`config.mk`:
```
export PLATFORM = sky130hd
export DESIGN_NAME = somasub_pipe
export DESIGN_NICKNAME = d
export VERILOG_FILES = /design/src/rtl/somasub_pipe.sv
export SDC_FILE = /design/constraint.sdc
export NUM_CORES = 1
export LEC_CHECK = 0
export BUFFER_PORTS_ARGS = -buffer_cell sky130_fd_sc_hd__buf_2
export CORE_MARGIN = 2
export CORE_UTILIZATION = 47
export DETAILED_ROUTE_END_ITERATION = 8
export PLACE_DENSITY_LB_ADDON = 0.1
export SYNTH_ARGS = -nofsm -noshare
export SYNTH_HDL_FRONTEND = slang
export SYNTH_SLANG_ARGS = --single-unit
```
`constraint.sdc`:
```
create_clock -name clk -period 3 [get_ports clk]
set_input_delay 0.15 -clock clk [delete_from_list [all_inputs] [get_ports clk]]
set_output_delay 0.15 -clock clk [all_outputs]
set_load 0.02 [all_outputs]
```
`src/rtl/somasub_pipe.sv`:
```
// somasub_pipe: registered WIDTH-bit add/subtract unit with an accumulator and valid/ready handshakes.
// Optional signed saturation is built in when the macro SOMASUB_SAT_EN is defined.
module somasub_pipe #(
    parameter int              WIDTH    = 4,
    parameter logic [WIDTH-1:0] ACC_INIT = '0
) (
    input  logic             clk,
    input  logic             rst,
    input  logic             in_valid,
    output logic             in_ready,
    input  logic [WIDTH-1:0] a,
    input  logic [WIDTH-1:0] b,
    input  logic [1:0]       op,
    input  logic             acc_clr,
    output logic             out_valid,
    input  logic             out_ready,
    output logic [WIDTH-1:0] r,
    output logic             zero,
    output logic             sign,
    output logic             carry,
    output logic             overflow,
    output logic [WIDTH-1:0] acc
);
    localparam int MSB = WIDTH - 1;

    logic             accept;
    logic             is_sub;
    logic             is_acc;
    logic [WIDTH-1:0] x;
    logic [WIDTH-1:0] b_eff;
    logic [WIDTH:0]   sum;
    logic [WIDTH-1:0] raw;
    logic [WIDTH-1:0] res;
    logic             carry_next;
    logic             ovf_next;

    logic             out_valid_reg;
    logic [WIDTH-1:0] r_reg;
    logic             zero_reg;
    logic             sign_reg;
    logic             carry_reg;
    logic             overflow_reg;
    logic [WIDTH-1:0] acc_reg;

    assign in_ready = !out_valid_reg || out_ready;
    assign accept   = in_valid && in_ready;
    assign is_sub   = op[0];
    assign is_acc   = op[1];

    // A same-cycle clear makes the accumulator op start from ACC_INIT.
    assign x = is_acc ? (acc_clr ? ACC_INIT : acc_reg) : a;

    generate
        for (genvar gi = 0; gi < WIDTH; gi++) begin : g_binv
            assign b_eff[gi] = b[gi] ^ is_sub;
        end
    endgenerate

    assign sum        = {1'b0, x} + {1'b0, b_eff} + {{WIDTH{1'b0}}, is_sub};
    assign raw        = sum[MSB:0];
    assign carry_next = sum[WIDTH] ^ is_sub;
    // Operand signs must match for add, differ for sub, before a sign flip means overflow.
    assign ovf_next   = ((x[MSB] ^ b[MSB]) == is_sub) && (raw[MSB] != x[MSB]);

`ifdef SOMASUB_SAT_EN
    assign res = ovf_next ? {x[MSB], {MSB{~x[MSB]}}} : raw;
`else
    assign res = raw;
`endif

    always_ff @(posedge clk) begin
        if (rst) begin
            out_valid_reg <= 1'b0;
            r_reg         <= '0;
            zero_reg      <= 1'b0;
            sign_reg      <= 1'b0;
            carry_reg     <= 1'b0;
            overflow_reg  <= 1'b0;
            acc_reg       <= ACC_INIT;
        end else begin
            if (accept) begin
                out_valid_reg <= 1'b1;
                r_reg         <= res;
                zero_reg      <= (res == '0);
                sign_reg      <= res[MSB];
                carry_reg     <= carry_next;
                overflow_reg  <= ovf_next;
            end else if (out_ready) begin
                out_valid_reg <= 1'b0;
            end

            if (accept && is_acc) begin
                acc_reg <= res;
            end else if (acc_clr) begin
                acc_reg <= ACC_INIT;
            end
        end
    end

    assign out_valid = out_valid_reg;
    assign r         = r_reg;
    assign zero      = zero_reg;
    assign sign      = sign_reg;
    assign carry     = carry_reg;
    assign overflow  = overflow_reg;
    assign acc       = acc_reg;
endmodule

```
# After elaboration in Yosys (flattened, before gate mapping)
# Index checks and enable logic that the tools add are counted.
[word_totals]
in_bits = 15
wordCells = 29
regBits = 13
[op_classes]
mux = 5
bitwise_logic = 6
add_sub_neg = 2
n_reduce_logical = 7
n_eq_ne = 2
[op_table]
columns = ["cell", "n"]
rows = [
  ["$mux W4", 3],
  ["$xor A1 B1 Y1", 6],
  ["$add A4 B4 Y5", 1],
  ["$add A5 B1 Y5", 1],
  ["$logic_not A4 Y1", 1],
  ["$logic_and A1 B1 Y1", 3],
  ["$mux W1", 2],
  ["$reduce_bool A2 Y1", 1],
  ["$eq A1 B1 Y1", 1],
  ["$logic_not A1 Y1", 1],
  ["$logic_or A1 B1 Y1", 1],
  ["$ne A1 B1 Y1", 1],
]

# Logic depth before layout (Yosys ltp)
[depth]
depth_word = 6
ltp_mapped = 10
depth_no_buf = 9

# Worst setup path before layout
# No wires, ideal clock.
[synth_path]
kind = "flip-flop to flip-flop"
start = "reg acc_reg[2], in the netlist acc[2]"
end = "reg overflow_reg, in the netlist overflow"
stages_incl_launch_ff = 8
path_buffers = 0
setup_slack_ns = 0.669
setup_ns = 0.088
arrival_ns = 2.243
path_cell_list = "dfxtp_1 > and2b_1 > mux2_2 > ha_1 > a21o_1 > o21a_1 > or4_1 > a311oi_2"
[synth_between]
elab_chain_cells = 6
[synth_rtl]
columns = ["item", "line_no", "rtl"]
rows = [
  ["start: declaration", "43", "logic [WIDTH-1:0] acc_reg;"],
  ["start signal: assignment", "93", "acc_reg <= res;"],
  ["$mux W4", "--", ""],
  ["$mux W4", "51", "assign x = is_acc ? (acc_clr ? ACC_INIT : acc_reg) : a;"],
  ["$add A4 B4 Y5", "59", "assign sum = {1'b0, x} + {1'b0, b_eff} + {{WIDTH{1'b0}}, is_sub};"],
  ["$add A5 B1 Y5", "59", ""],
  ["$ne A1 B1 Y1", "63", "assign ovf_next = ((x[MSB] ^ b[MSB]) == is_sub) && (raw[MSB] != x[MSB]);"],
  ["$logic_and A1 B1 Y1", "63", ""],
  ["end signal: assignment", "87", "overflow_reg <= ovf_next;"],
  ["end: declaration", "42", "logic overflow_reg;"],
]
# No other way between the ends.
# A chain may end at the register's enable or synchronous reset.

# Final worst setup path
# Ends and elaborated chain as after synthesis.

==> run summary <==
H-tree Lvls = 1
# IOs = 29
register area = 240 sq um
clock skew = 0.00186 ns
vias per cell = 5.50
root buf cell = clkbuf_4
drt drc = 0
Final Max Tran Viols = 0
post-route total power = 422 uW
worst path arrival time = 2.53 ns
vias = 726
CTS tree = built
crit path capture type = flip-flop
Die X = 44.8 um
fin crit share = 77.9%
Rel. slew slack = 70.9%
Clock Path Buffers = 2
Synth Warn # = 0
Resized cells post-CTS = 0
Post CTS Setup Buffer Count = 0
Power Dens Cells = 453 nW/um^2
initial antenna violation count = 0
top-area cell type share of the netlist area = 30.7%
Pleak = 0.464 nW
non-filler cells in the finished layout = 132
Post-synth EDFFs = 0
largest net degree at the start of global routing = 13
Clock Sinks = 12
Crit-path slowest cell = or4_1
Max Cap Violations = 0
final net count = 137
Mapped Nets = 109
Crit Path Max Fanout = 5
Worst Reg2Reg Path Length in Cells = 7
layout cell share with drive strength beyond 1 = 32.8%
Synth Area per Inst = 8.70 sq um
Worst-path clk slew = 0.07 ns
total CTS buffers = 3
critical path required time = 3.20 ns
Reg2Reg Launch Point = acc[2]
number of distinct library cells after synthesis = 39
core area = 1540 sq um
gr usage total = 18.6%
fillcell total = 144
# port buffers = 28
Detailed Place HPWL = 1.34 mm
async set-reset flop share out of synthesis = 0%
area occupied by multi-input gates = 493 sq um
DR iter-0 viols = 13
wire per inst = 12.4 um
Synth area leaders = dfxtp_1 (31%), ha_1 (4.8%), nand2_1 (4.8%), a21oi_1 (4.5%), and2b_1 (3.8%)
first-pass GRT wire length = 2.70 mm
num rows = 14
Hold Crit Depth = 3
number of iterations in the first detailed-routing pass = 4
type of the worst setup path = flip-flop to flip-flop
Synth area leader = dfxtp_1
RSZ-0062 raised after global routing = no
number of diodes = 0
Initial Util = 50.8%
Setup Total Neg Slack = 0 ns
DP Cell Count = 129
antenna viol nets, final = 0
vias in the first global route = 672
Syn Inst Count = 90
outcome = finished clean
sequential area share after synthesis = 30.7%
Worst-Margin Slew = 0.425 ns
routability cong. = 0.837
register bit total from synthesis = 12
Hold Worst Slack = 0.113 ns
CP cell instances = and2b_1, mux2_2, ha_1, a21o_1, o21a_1, or4_1, a311oi_2
die area = 2010 sq um
post-layout util = 60.4%
Peak supply drop = 257 uV
total wire length = 1.63 mm
maximum clock frequency = 428 MHz
Synth Cell Area = 783 sq um
Worst setup SP type = flip-flop
post-layout minimum cycle time = 2.34 ns
Synth-to-Final Area Change = 18.8%
Max stage delay on crit path = 0.49 ns
worst skew pair latency = 0.28 ns
hold_sp = in_valid
# setup viols final = 0
reg-to-reg slack, setup = 0.66 ns
worst hold path type = input pin to flip-flop
Fin. Hold Viols = 0
chip height = 44.8 um
critical path launch point = acc[2]
gr ovfl total = 0
commonest register cell after synthesis = dfxtp_1
# hold bufs at CTS = 0
area by class of cell:
type / instances / share of cell area [%]
timing repair buffer: 28 / 15.1
inverter: 4 / 1.61
clock buffer: 3 / 2.42
multi-input combinational: 69 / 53.0
tap: 16 / 2.15
sequential: 12 / 25.8
power by group:
group	switching, mW	total [mW]	leakage, nW	internal [mW]
clock network	0.0544	0.101	0.0138	0.0466
logic	0.0830	0.142	0.352	0.0593
registers	0.00626	0.178	0.0986	0.172
critical path: cells and delay by family, from the launching register on:
family,cells,cell delay (ns)
AO/OA/AOI/OAI,3,0.66
multiplexers,1,0.27
AND/OR/NAND/NOR,2,0.65
adder cells (fa/ha/maj),1,0.36
flip-flops,1,0.31
cells in the mapped netlist (3+ instances only):
master and count:
nand3b_1 3, o21ai_0 3, ha_1 3, nor2_1 4, nand2_1 10, and2b_1 4
dfxtp_1 12, xor2_1 3, inv_1 4, a21oi_1 7
kinds of logic after synthesis:
kind of cell	count (synthesis)	synth area share, %
muxes	5	7.35
adders and majority gates	4	7.35
and+or+nand+nor	35	25.6
xor gates and xnor gates	4	4.47
AOI/OAI and AO/OA	21	18.2
buffers and inverters	9	6.39
DFF	12	30.7
placed cells by master (no fill, tap or decap), types with 2 or more instances in the layout:
cell type,netlist,routed
dfxtp_1,12,12
and2b_1,4,4
nand2_1,10,10
o21a_1,2,2
mux2i_1,2,2
nor3_1,2,2
and2_1,2,2
inv_1,4,4
nand3b_1,3,3
xor2_1,3,3
nor2_1,4,4
buf_2,1,28
nand3_1,2,2
ha_1,3,3
clkbuf_4,0,3
o21ai_0,3,3
nor2b_1,2,2
mux2_2,2,2
a21oi_1,7,7
final timing paths:
check                    to
hold / removal    out_valid
hold reg to reg        zero
setup reg to reg   overflow
setup / recovery   overflow
metal layers:
metal  GRT usage [%]  vias to the layer above  share of wire (%)  wire, um
li1                -                      369                  -         -
met1            22.6                      323                 44       715
met2            32.5                       31                 47       771
met3            4.80                        3                7.7       126
met4            5.29                        0                1.3        21
met5               0                        -                  0         0
metrics by stage:
stage / instance area (sq um) / setup slack (ns)
2_1_floorplan: 783 / 0.669
3_3_place_gp: 908 / 0.701
3_5_place_dp: 908 / 0.676
4_1_cts: 931 / 0.657
5_1_grt: 931 / 0.552
6_report: 931 / 0.663
Note: power is estimated with default switching activity, not from simulation.
